**src/rtl/icg_enable_ctrl.sv**
```systemverilog
// Clock-gate enable sequencer: wakes the gated clock on REQ, holds it through IDLE, gates off after a quiet period.
// All outputs registered; ACK follows a fixed WAKE_CYCLES delay, gate-off follows IDLE_CYCLES quiet edges.
module icg_enable_ctrl #(
    parameter int WAKE_CYCLES = 2,
    parameter int IDLE_CYCLES = 8,
    parameter int CNT_W       = 4
) (
    input  logic       CLK,
    input  logic       RST,
    input  logic       REQ,
    input  logic       BUSY,
    input  logic       SCAN,
    input  logic       CLR,
    output logic       E,
    output logic       TE,
    output logic       ACK,
    output logic [7:0] OFF_CNT
);

    typedef enum logic [1:0] {S_OFF, S_WAKE, S_ON, S_IDLE} state_t;

    localparam logic [CNT_W-1:0] WAKE_LOAD = CNT_W'(WAKE_CYCLES - 1);
    localparam logic [CNT_W-1:0] IDLE_LOAD = CNT_W'(IDLE_CYCLES - 1);

    state_t           state;
    logic [CNT_W-1:0] cnt;
    logic             gate_off;

    // The edge that takes IDLE to OFF is the only event OFF_CNT counts.
    always_comb begin
        gate_off = (state == S_IDLE) && !REQ && !BUSY && (cnt == '0);
    end

    always_ff @(posedge CLK or posedge RST) begin
        if (RST) begin
            state <= S_OFF;
            cnt   <= '0;
            E     <= 1'b0;
            ACK   <= 1'b0;
        end else begin
            case (state)
                S_OFF: begin
                    if (REQ) begin
                        state <= S_WAKE;
                        cnt   <= WAKE_LOAD;
                        E     <= 1'b1;
                        ACK   <= 1'b0;
                    end
                end
                S_WAKE: begin
                    if (cnt == '0) begin
                        state <= S_ON;
                        ACK   <= REQ;
                    end else begin
                        cnt <= cnt - CNT_W'(1);
                    end
                end
                S_ON: begin
                    if (!REQ && !BUSY) begin
                        state <= S_IDLE;
                        cnt   <= IDLE_LOAD;
                        ACK   <= 1'b0;
                    end else begin
                        ACK <= REQ;
                    end
                end
                S_IDLE: begin
                    // Any activity returns straight to ON; the clock never stopped, so no wake delay.
                    if (REQ || BUSY) begin
                        state <= S_ON;
                        ACK   <= REQ;
                    end else if (cnt == '0) begin
                        state <= S_OFF;
                        E     <= 1'b0;
                    end else begin
                        cnt <= cnt - CNT_W'(1);
                    end
                end
                default: begin
                    state <= S_OFF;
                    E     <= 1'b0;
                    ACK   <= 1'b0;
                end
            endcase
        end
    end

    always_ff @(posedge CLK or posedge RST) begin
        if (RST) begin
            TE      <= 1'b0;
            OFF_CNT <= 8'd0;
        end else begin
            TE <= SCAN;
            if (CLR) begin
                OFF_CNT <= 8'd0;
            end else if (gate_off && (OFF_CNT != 8'hFF)) begin
                OFF_CNT <= OFF_CNT + 8'd1;
            end
        end
    end

endmodule
```
**config.mk**
```make
export PLATFORM = sky130hd
export DESIGN_NAME = icg_enable_ctrl
export DESIGN_NICKNAME = d
export VERILOG_FILES = /design/src/rtl/icg_enable_ctrl.sv
export SDC_FILE = /design/constraint.sdc
export NUM_CORES = 1
export LEC_CHECK = 0
export BUFFER_PORTS_ARGS = -buffer_cell sky130_fd_sc_hd__buf_2
export CELL_PAD_IN_SITES_DETAIL_PLACEMENT = 1
export CELL_PAD_IN_SITES_GLOBAL_PLACEMENT = 1
export CORE_ASPECT_RATIO = 1.1
export CORE_MARGIN = 2
export CORE_UTILIZATION = 30
export DETAILED_ROUTE_END_ITERATION = 10
export PLACE_DENSITY = 0.71
export SLEW_MARGIN = 10
export SYNTH_ARGS = -nofsm -noshare
export SYNTH_HDL_FRONTEND = slang
export SYNTH_SLANG_ARGS = --single-unit
```
**constraint.sdc**
```tcl
create_clock -name CLK -period 1.7 [get_ports CLK]
set_clock_uncertainty 0.05 [all_clocks]
set_input_delay 0.085 -clock CLK [delete_from_list [all_inputs] [get_ports CLK]]
set_output_delay 0.085 -clock CLK [all_outputs]
set_load 0.02 [all_outputs]
```
==> impl_metrics.toml <==
[run_status]
status = "complete, no violations"

[power]
finalPower_uw = 786.4
peakVddDrop_v = 0.0003791
p_per_area_nw_per_um2 = 626.0
p_leak_uw = 0.0005754

[clocking]
cts_made_buffers = 3
clk_path_buf_depth = 2
htree_levels = 1
cts_tree = "done"
clk_pin_slew_ns = 0.09
root_buffer = "clkbuf_4"
clock_latency_ns = 0.28
clock-sinks = 17

[setup_path]
cp.arrival_ns = 1.83
cp-end-kind = "flop"
critical_path_class = "reg2reg"
regToRegStartpoint = "cnt[1]$_DFFE_PP0P_"
worstPathMaxFanout = 4
required_ns = 1.87
crit_start = "cnt[1]$_DFFE_PP0P_"
worstSetupStartpointType = "flop"

[routing]
totalWireLength_um = 2473
drtPass1Iterations = 3
avgViaCountPerCell = 5.337
drt.antenna.violating_nets = 0
vias = 886
first_iter_violations = 16
drc = 0
wire_per_inst_um = 14.90

[timing]
setup-violations-final = 0
hold_violations = 0
max_freq_mhz = 603.2
post-route-min-period_ns = 1.658
fin_crit_sh_pct = 97.52
rsz0062_at_grt = "yes"
tightest_slew_ns = 0.6662
drv_slew = 0
maxSlewHeadroom_pct = 55.54

[yosys]
synthTopCellsByCount = "dfrtp_1 (17), nor2_1 (10), o21ai_0 (7)"
netlist.area_leader.share_pct = 44.85
ys_seq_area_share_pct = 44.85
yosys_warnings = 0
syn_area_sq_um = 948.4
synth-async-reset-ratio_pct = 100.0
avgSynthCellArea_sq_um = 9.678
synth_fp_nets = 106
yosysTopAreaCell = "dfrtp_1"
synth-main-ff-cell = "dfrtp_1"
yosys-top-cells-area = "dfrtp_1 (45%), nor2_1 (4.0%), o21ai_0 (3.7%)"
synthCells = 98
synth_cell_types = 40
ys_seq_elements = 17
synth_most_common_cell = "dfrtp_1"
synth_edf_count = 0

[die]
core_sq_um = 3022
rows = 21
dieArea_sq_um = 3628
io_pins = 17
die_w_um = 57.61
initial_core_util_pct = 31.39
chipHeight_um = 62.97

[global_routing]
met1_usage_pct = 17.12
busiest_layer = "met2"
grt_overflow_total = 0
grt_pass1_vias = 925
grt_pass1_wl_um = 4209
grt_max_degree = 18
grt_use_total_pct = 14.76
met2_usage_pct = 26.99
grt_util_met3_pct = 1.863
antenna_found_initial = 0

[layout]
utilization_pct = 41.57
drive_above_1_share_pct = 36.36
multi_input_area_sq_um = 519.2
syn_to_final_growth_pct = 32.45
antennaDiodeCount = 0
regArea_sq_um = 425.4
fin_nets = 141
fillers = 351

[min_path]
hold_start = "CLR"
min_path_type = "in2reg"

[place]
portBuffers = 16
place_congestion = 0.7384
dp_hpwl_um = 1787

[job]
cap_violations = 0
## logic make-up (layout without fill, tap and decap cells)
group	after synthesis	after routing	share of synthesized area (%)
AO/OA/AOI/OAI	24	24	17.94
XOR/XNOR	4	4	3.695
adder cells (fa/ha/maj)	2	2	2.638
buffers and inverters	9	43	5.143
flip-flops	17	17	44.86
multiplexers	1	1	1.055
AND/OR/NAND/NOR	41	41	24.67
## repair_timing
item                                    4_1_cts  5_1_grt
pin swaps                                     3        4
resized for setup                             6        6
hold buffers                                  2        0
endpoints found under the setup margin        3        7
buffers inserted                              3        1
endpoints found under the hold margin        18        0
## final timing paths
| kind | endpoint | slack (ns) | cells after the start |
|---|---|---|---|
| max reg2reg | OFF_CNT[5]$_DFFE_PP0P_ | 0.04 | 6 |
| min reg2reg | E$_DFFE_PP0P_ | 0.50 | 2 |
| max | OFF_CNT[5]$_DFFE_PP0P_ | 0.04 | 6 |
| max in group asynchronous | OFF_CNT[6]$_DFFE_PP0P_ | 0.80 | 3 |
| min in group asynchronous | OFF_CNT[4]$_DFFE_PP0P_ | 0.38 | 3 |
| min | OFF_CNT[7]$_DFFE_PP0P_ | 0.02 | 2 |
## worst max-delay path: stages (launching register included)
cell,delay [ns]
dfrtp_1,0.41
inv_2,0.09
ha_4,0.14
and4bb_4,0.27
o2111ai_4,0.14
or3_1,0.37
a21oi_2,0.13
## sequential cells by signal (all words and copies together) (netlist names)
register  flops
OFF_CNT       8
E             1
cnt           4
state         2
TE            1
ACK           1
## report_power, final
part / leakage [uW] / switching, uW / internal [uW] / total (uW)
clock: 0.0000150 / 123 / 91.1 / 214
combinational: 0.000347 / 76.5 / 66.0 / 143
sequential: 0.000214 / 9.89 / 420 / 430
## stage by stage
stage / setup WS, ns / instances / instance area [sq um] / hold slack, ns / TNS, ns
after floorplan: 0.004694 / 98 / 950.9 / -0.03893 / 0
after global placement: 0.04032 / 156 / 1137 / 0.1449 / 0
after detailed placement: -0.06199 / 156 / 1137 / 0.1476 / -0.09888
after CTS: -0.03023 / 165 / 1231 / 0.002466 / -0.03023
after global routing: -0.03505 / 166 / 1256 / 0.007748 / -0.07725
final: 0.04218 / 166 / 1256 / 0.02205 / 0
## routing by layer
layer / part of all wire (%) / vias to the layer above
met5: 0 / -
met4: 1.0 / 0
met3: 2.8 / 4
met2: 54 / 13
met1: 42 / 444
li1: - / 425
## placed cells by master (no fill, tap or decap), drive strengths merged, types with 3 or more instances in the layout
cell type	synthesis	routed
nand3	5	5
or3	3	3
a21oi	5	5
nand2	6	6
o21ai	7	7
nor2	10	10
nor3	4	4
dfrtp	17	17
clkbuf	1	4
inv	4	4
buf	4	33
xor2	3	3
## layout make-up
cell class              count  share of cell area, %
inverters                   4                  1.195
flip-flops and latches     17                  33.86
repair buffers             35                  18.13
multi-input cells          72                  41.33
clock buffers               4                  2.092
well taps                  34                  3.386
No activity file was read; power rests on OpenSTA's default activity.
